## src/rtl/router_input_unit_pkg.sv

```systemverilog
`default_nettype none
// +----------------------------------------------------------------------------+
// | Module      : router_input_unit_pkg                                        |
// | Description : Shared constants for mesh router input units: flit width,    |
// |               destination coordinate field positions and output port       |
// |               indices used by the XY route calculator.                     |
// | Revision    : 1.0 - initial release                                        |
// +----------------------------------------------------------------------------+
package router_input_unit_pkg;

   // Flit geometry: [19:18] dest X, [17:16] dest Y, [15:0] payload
   localparam int FLIT_W    = 20;
   localparam int COORD_W   = 2;
   localparam int DEST_X_HI = 19;
   localparam int DEST_X_LO = 18;
   localparam int DEST_Y_HI = 17;
   localparam int DEST_Y_LO = 16;
   localparam int PAYLOAD_W = 16;

   // Output port indices into the one-hot port request vector
   localparam int NUM_PORTS = 5;
   localparam int LOCAL     = 0;
   localparam int NORTH     = 1;
   localparam int SOUTH     = 2;
   localparam int EAST      = 3;
   localparam int WEST      = 4;

   typedef logic [FLIT_W-1:0]    flit_t;
   typedef logic [NUM_PORTS-1:0] port_vec_t;
   typedef logic [COORD_W-1:0]   coord_t;

   function automatic coord_t flit_dest_x(input flit_t f);
      return f[DEST_X_HI:DEST_X_LO];
   endfunction

   function automatic coord_t flit_dest_y(input flit_t f);
      return f[DEST_Y_HI:DEST_Y_LO];
   endfunction

endpackage
`default_nettype wire

```

## src/rtl/xy_route_calc.sv

```systemverilog
`default_nettype none
// +----------------------------------------------------------------------------+
// | Module      : xy_route_calc                                                |
// | Description : Combinational dimension-ordered (X then Y) route selection.  |
// |               Ports:                                                       |
// |                 dest_x, dest_y : destination coordinates of the flit       |
// |                 port_req       : one-hot output port request              |
// |               Parameters X_ID / Y_ID give this router's mesh position.     |
// | Revision    : 1.0 - initial release                                        |
// +----------------------------------------------------------------------------+
module xy_route_calc
   import router_input_unit_pkg::*;
#(
   parameter logic [COORD_W-1:0] X_ID = '0,
   parameter logic [COORD_W-1:0] Y_ID = '0
) (
   input  logic [COORD_W-1:0]   dest_x,
   input  logic [COORD_W-1:0]   dest_y,
   output logic [NUM_PORTS-1:0] port_req
);

   // X is resolved fully before Y is considered; this ordering is what keeps
   // XY routing deadlock-free in a mesh.
   always_comb begin
      port_req = '0;
      if (dest_x > X_ID) begin
         port_req[EAST] = 1'b1;
      end else if (dest_x < X_ID) begin
         port_req[WEST] = 1'b1;
      end else if (dest_y > Y_ID) begin
         port_req[SOUTH] = 1'b1;
      end else if (dest_y < Y_ID) begin
         port_req[NORTH] = 1'b1;
      end else begin
         port_req[LOCAL] = 1'b1;
      end
   end

endmodule
`default_nettype wire

```

## src/rtl/router_input_unit.sv

```systemverilog
`default_nettype none
// +----------------------------------------------------------------------------+
// | Module      : router_input_unit                                            |
// | Description : Credit-based router input buffer. Flits are queued in a      |
// |               circular FIFO; the head flit is presented with its XY route  |
// |               request, and one credit is returned per flit popped.         |
// |               Ports:                                                       |
// |                 clk, RST     : clock, asynchronous active-high reset       |
// |                 datain       : incoming flit, in_valid qualifies it       |
// |                 co           : credit return pulse (one per pop)          |
// |                 flit_out     : head-of-buffer flit, flit_valid if present |
// |                 port_req     : one-hot route request for the head flit    |
// |                 grant        : allocator accepts the head flit            |
// |                 occupancy    : number of buffered flits                   |
// |                 overflow_err : sticky, set when a flit arrived while full |
// | Revision    : 1.0 - initial release                                        |
// +----------------------------------------------------------------------------+
module router_input_unit
   import router_input_unit_pkg::*;
#(
   parameter int                 DEPTH = 4,
   parameter logic [COORD_W-1:0] X_ID  = '0,
   parameter logic [COORD_W-1:0] Y_ID  = '0
) (
   input  logic                 clk,
   input  logic                 RST,
   input  logic [FLIT_W-1:0]    datain,
   input  logic                 in_valid,
   output logic                 co,
   output logic [FLIT_W-1:0]    flit_out,
   output logic                 flit_valid,
   output logic [NUM_PORTS-1:0] port_req,
   input  logic                 grant,
   output logic [2:0]           occupancy,
   output logic                 overflow_err
);

   localparam int               c_ptr_w    = (DEPTH > 1) ? $clog2(DEPTH) : 1;
   localparam logic [c_ptr_w-1:0] c_last_ptr = c_ptr_w'(DEPTH - 1);
   localparam logic [2:0]       c_depth    = 3'(DEPTH);

   logic [FLIT_W-1:0]    r_mem [DEPTH];
   logic [c_ptr_w-1:0]   r_wr_ptr;
   logic [c_ptr_w-1:0]   r_rd_ptr;
   logic [2:0]           r_count;
   logic [FLIT_W-1:0]    r_head;
   logic                 r_co;
   logic                 r_overflow;

   logic                 w_empty;
   logic                 w_full;
   logic                 w_pop;
   logic                 w_push;
   logic                 w_drop;
   logic [c_ptr_w-1:0]   w_wr_ptr_inc;
   logic [c_ptr_w-1:0]   w_rd_ptr_inc;
   logic [2:0]           w_count_next;
   logic [FLIT_W-1:0]    w_head_next;
   logic [NUM_PORTS-1:0] w_route;

   // Pointers wrap explicitly so non-power-of-two depths work as well.
   function automatic logic [c_ptr_w-1:0] ptr_inc(input logic [c_ptr_w-1:0] p);
      return (p == c_last_ptr) ? '0 : p + c_ptr_w'(1);
   endfunction

   assign w_empty      = (r_count == 3'd0);
   assign w_full       = (r_count == c_depth);
   assign w_pop        = grant && !w_empty;
   // A pop in the same cycle frees a slot, so a full buffer still accepts.
   assign w_push       = in_valid && (!w_full || w_pop);
   assign w_drop       = in_valid && !w_push;
   assign w_wr_ptr_inc = ptr_inc(r_wr_ptr);
   assign w_rd_ptr_inc = ptr_inc(r_rd_ptr);

   always_comb begin
      w_count_next = r_count;
      if (w_push && !w_pop) begin
         w_count_next = r_count + 3'd1;
      end else if (w_pop && !w_push) begin
         w_count_next = r_count - 3'd1;
      end
   end

   // The head register holds the entry that will sit at the read pointer
   // after this edge. When the buffer is (or drains to) a single entry that is
   // being written this cycle, the new flit bypasses the array into the head
   // register so it is visible one cycle after it arrives.
   always_comb begin
      w_head_next = r_head;
      if (w_pop) begin
         if (r_count > 3'd1) begin
            w_head_next = r_mem[w_rd_ptr_inc];
         end else if (w_push) begin
            w_head_next = datain;
         end
      end else if (w_push && w_empty) begin
         w_head_next = datain;
      end
   end

   always_ff @(posedge clk or posedge RST) begin
      if (RST) begin
         for (int i = 0; i < DEPTH; i++) begin
            r_mem[i] <= '0;
         end
         r_wr_ptr   <= '0;
         r_rd_ptr   <= '0;
         r_count    <= '0;
         r_head     <= '0;
         r_co       <= 1'b0;
         r_overflow <= 1'b0;
      end else begin
         if (w_push) begin
            r_mem[r_wr_ptr] <= datain;
            r_wr_ptr        <= w_wr_ptr_inc;
         end
         if (w_pop) begin
            r_rd_ptr <= w_rd_ptr_inc;
         end
         r_count <= w_count_next;
         r_head  <= w_head_next;
         // Credit follows each pop by one cycle; dropped flits never earn one.
         r_co    <= w_pop;
         if (w_drop) begin
            r_overflow <= 1'b1;
         end
      end
   end

   xy_route_calc #(
      .X_ID (X_ID),
      .Y_ID (Y_ID)
   ) u_xy_route_calc (
      .dest_x   (flit_dest_x(r_head)),
      .dest_y   (flit_dest_y(r_head)),
      .port_req (w_route)
   );

   assign flit_out     = r_head;
   assign flit_valid   = !w_empty;
   assign port_req     = w_empty ? '0 : w_route;
   assign co           = r_co;
   assign occupancy    = r_count;
   assign overflow_err = r_overflow;

endmodule
`default_nettype wire
```

## config.mk

```make
export PLATFORM = sky130hd
export DESIGN_NAME = router_input_unit
export DESIGN_NICKNAME = d
export VERILOG_FILES = /design/src/rtl/router_input_unit_pkg.sv /design/src/rtl/xy_route_calc.sv /design/src/rtl/router_input_unit.sv
export SDC_FILE = /design/constraint.sdc
export NUM_CORES = 1
export LEC_CHECK = 0
export ABC_CLOCK_PERIOD_IN_PS = 4900
export CAP_MARGIN = 20
export CELL_PAD_IN_SITES_DETAIL_PLACEMENT = 1
export CELL_PAD_IN_SITES_GLOBAL_PLACEMENT = 1
export CORE_ASPECT_RATIO = 2
export CORE_MARGIN = 5
export CORE_UTILIZATION = 45
export CTS_BUF_LIST = sky130_fd_sc_hd__clkbuf_16
export DETAILED_ROUTE_END_ITERATION = 6
export DONT_BUFFER_PORTS = 1
export PLACE_DENSITY_LB_ADDON = 0.1
export REMOVE_ABC_BUFFERS = 1
export SLEW_MARGIN = 20
export SYNTH_ARGS = -nofsm -noshare
export SYNTH_HDL_FRONTEND = slang
export SYNTH_SLANG_ARGS = --single-unit
```

## constraint.sdc

```tcl
create_clock -name clk -period 4.9 [get_ports clk]
set_input_delay 0.98 -clock clk [delete_from_list [all_inputs] [get_ports clk]]
set_output_delay 0.98 -clock clk [all_outputs]
set_load 0.01 [all_outputs]
```

==> impl_metrics.csv <==
group,metric,value,unit
detailed_routing,finalWirelength,10700,µm
clocking,worst_skew_late_latency,0.34,ns
critical_path,worstPathCellList,"inv_1, ha_1, nor2b_1, inv_1, nand2_1, nor3_1",
global_route,grt_pass1_vias,3196,
floorplanning,design.portCount,55,
worst_hold_path,holdPathStages,1,
critical_path,regToRegSetupSlack,1.93,ns
clocking,ctsHoldBuffers,0,
yosys,synthDominantAreaCellType,"sky130_fd_sc_hd__dfrtp_1",
timing,min_period_over_period,60.9,%
critical_path,worst_ep_required_time,3.92,ns
global_route,antenna_found_initial,0,
detailed_routing,drc_errors,0,
yosys,yosysWarnings,0,
power_and_ir_drop,vdd.ir_drop.worst,478,µV
timing,tightest_slew,0.956,ns
power_and_ir_drop,power_per_unit_of_standard_cell_area,756,nW/µm²
timing,timing.setup.tns,0,ns
placed_design,hpwl,7010,µm
timing,final_report_max_slew_violation_count,0,
timing,fmax,335,MHz
floorplanning,floorplan.initialDensity,46.1,%
critical_path,critical_path.endpoint_type,"output port",
floorplanning,die_w,84.9,µm
global_route,global_route.usage.total,16.9,%
placed_design,portBuffers,0,
cells_and_area,nFillCells,1077,
critical_path,critical_path.max_stage_delay,0.50,ns
cells_and_area,antenna_cells_inserted,0,
detailed_routing,routed-via-count,2673,
detailed_routing,dr.pass1.iters,3,
timing,timing.hold.ws,0.501,ns
global_route,wire_length_of_the_first_global_routing_pass,17600,µm
critical_path,worst_r2r_endpoint,"flit_out[5]$_DFFE_PP0P_",
detailed_routing,viasPerCell,5.69,
critical_path,timing.critical_path.slowest_stage_cell,"sky130_fd_sc_hd__dfrtp_1",
global_route,global_route.overflow_total,0,
timing,timing.final.setup_violations,0,
detailed_routing,wire_per_inst,22.8,µm
power_and_ir_drop,power.static_leakage,2.36,nW
floorplanning,die_y,160,µm
floorplanning,die-area,13600,µm²
clocking,number_of_clock_buffers_inserted_by_tritoncts,9,
clocking,tritoncts,"done",
clocking,ctsHtreeMaxLevel,3,
yosys,yosys.area_share.simple,1.74,%
outcome,status,"completed",
timing,setup_repair_after_global_routing_missed_its_margin,"no",
timing,hold_violations,0,
critical_path,crit_fanout,6,
worst_hold_path,min_delay_worst_endpoint,"r_mem[39]$_DFFE_PP0P_",
yosys,yosys_register_bits,109,
yosys,sequential_share_of_the_synthesized_area,54.1,%
worst_hold_path,hold_class,"reg -> reg",
floorplanning,rows,54,
timing,skew,0.0115,ns
yosys,share_of_cell_area_taken_by_muxes_after_synthesis,36.7,%
clocking,clk_root_buffer_cell,"sky130_fd_sc_hd__clkbuf_16",
critical_path,worst-r2r-cell-count,10,
yosys,syn_avg_cell_area,15.7,µm²
global_route,grt_start_max_net_pins,76,
clocking,postCtsSetupBuffers,0,
yosys,synth_largest_type_area_fraction,54.1,%
clocking,cts.sink_count,109,
clocking,cts_resized,0,
yosys,compound_gate_fraction_of_synth_area,0.967,%
placed_design,routabilityCongestion,0.774,
yosys,synth_top_family_by_area,"multiplexers",
flow_run,maxCapViolCount,0,
yosys,synthDistinctLibCells,27,
critical_path,crit_type,"reg -> out",
critical_path,timing.critical_path.arrival,2.00,ns
critical_path,r2r_start,"occupancy[1]$_DFFE_PP0P_",
yosys,post_synth_xor_area_fraction,0.521,%
clocking,cts.path.max_buffers,2,
clocking,clkSlewWorstSetupHoldPaths,0.07,ns
floorplanning,core-area,10900,µm²
detailed_routing,drtIter0Drc,73,
timing,timing.slew.headroom,36.3,%
critical_path,crit_path_frequent_cell,"sky130_fd_sc_hd__inv_1",
cells_and_area,final_net_count,360,
cells_and_area,syn_to_final_growth,9.25,%
yosys,postSynthCellCount,322,
detailed_routing,drtAntennaViolNets,0,
cells_and_area,drive_above_1_share,50.6,%
yosys,synth.top_cells.by_area,"sky130_fd_sc_hd__dfrtp_1 (54%), sky130_fd_sc_hd__mux2_2 (27%), sky130_fd_sc_hd__mux4_2 (7.6%), sky130_fd_sc_hd__ha_1 (2.7%), sky130_fd_sc_hd__mux4_1 (1.6%)",
worst_hold_path,holdCritStartpoint,"r_mem[39]$_DFFE_PP0P_",
timing,period_needed,2.98,ns
yosys,synth_adder_area_share,2.73,%
yosys,area_of_the_mapped_netlist,5040,µm²
critical_path,timing.critical_path.from_type,"register",
==> state kept, by name (all words and copies together) (netlist names) <==
| name | flops |
|---|---|
| co | 1 |
| occupancy | 3 |
| r_rd_ptr | 2 |
| overflow_err | 1 |
| flit_out | 20 |
| r_wr_ptr | 2 |
| r_mem | 80 |
==> per-layer routing <==
metal / global-route usage, % / up-vias / wire, µm
met1: 19.3 / 1432 / 4120
met5: 0 / - / 0
met3: 3.56 / 15 / 405
met2: 30.4 / 48 / 5970
li1: - / 1178 / -
met4: 6.12 / 0 / 210
==> placed cells by master (no fill, tap or decap), drive strengths merged, types with 3 or more instances in the layout <==
master,n
inv,13
nor2,6
clkbuf,9
nand2,10
mux2,122
buf,9
ha,11
dfrtp,109
o21ai,3
mux4,20
==> worst max-delay path: cells and delay by family, from the launching register on <==
family                     cells  cell delay, ns
and+or+nand+nor                3            0.63
DFF                            1            0.50
buffers and inverters          2            0.27
adders and majority gates      1            0.25
==> synthesized netlist by cell type (all sizes together) <==
cell type,instances
a41o,1
clkinv,1
inv,9
mux4,20
nor2,6
a32oi,1
xnor2,2
dfrtp,109
or3,1
nand2,10
nor3,1
buf,18
xor2,1
conb,1
mux2i,1
nand3b,1
o21bai,1
ha,11
nor2b,1
o21ai,3
mux2,122
a211oi,1
==> report_power, final <==
group,internal (mW),switching (mW)
sequential,1.37,0.323
clock,0.451,0.331
combinational,1.02,0.676
==> worst max path at each step <==
stage / to / slack, ns / cells past startpoint / start
detailed placement: flit_out[13]$_DFFE_PP0P_ / 1.89 / 10 / occupancy[0]$_DFFE_PP0P_
global route: flit_out[5]$_DFFE_PP0P_ / 1.67 / 10 / occupancy[0]$_DFFE_PP0P_
global placement: flit_out[7]$_DFFE_PP0P_ / 1.97 / 10 / occupancy[0]$_DFFE_PP0P_
floorplan: co$_DFF_PP0_ / 1.05 / 1 / RST
finish: port_req[0] / 1.92 / 6 / occupancy[0]$_DFFE_PP0P_
CTS: port_req[0] / 1.85 / 6 / occupancy[0]$_DFFE_PP0P_
==> kinds of logic after synthesis <==
logic type	after synthesis
mux	143
flops	109
buf+inv	28
simple gates	20
fa+ha+maj	11
compound gates	7
xor+xnor	3
other cells	1
==> cell type report <==
| cell class | count | area [µm²] | area share, % |
|---|---|---|---|
| clock buffer | 9 | 225 | 4.09 |
| clock inverter | 7 | 95.1 | 1.73 |
| inverter | 10 | 40.0 | 0.726 |
| multi-input combinational | 186 | 2180 | 39.6 |
| sequential | 109 | 2730 | 49.5 |
| tap | 140 | 175 | 3.18 |
| timing repair buffer | 9 | 67.6 | 1.23 |
==> per-stage QoR <==
stage / instance area (µm²) / power (mW) / setup WS, ns / util, % / std cells
after global routing: 5510 / 4.46 / 1.67 / 50.4 / 470
after floorplan: 4930 / 2.98 / 1.05 / - / 305
final: 5510 / 4.17 / 1.92 / 50.4 / 470
after CTS: 5510 / 4.25 / 1.85 / 50.4 / 470
after detailed placement: 5190 / 3.45 / 1.89 / 47.4 / 454
after global placement: 5190 / 3.38 / 1.97 / 47.4 / 454
Power figures use the tool's default switching activity.
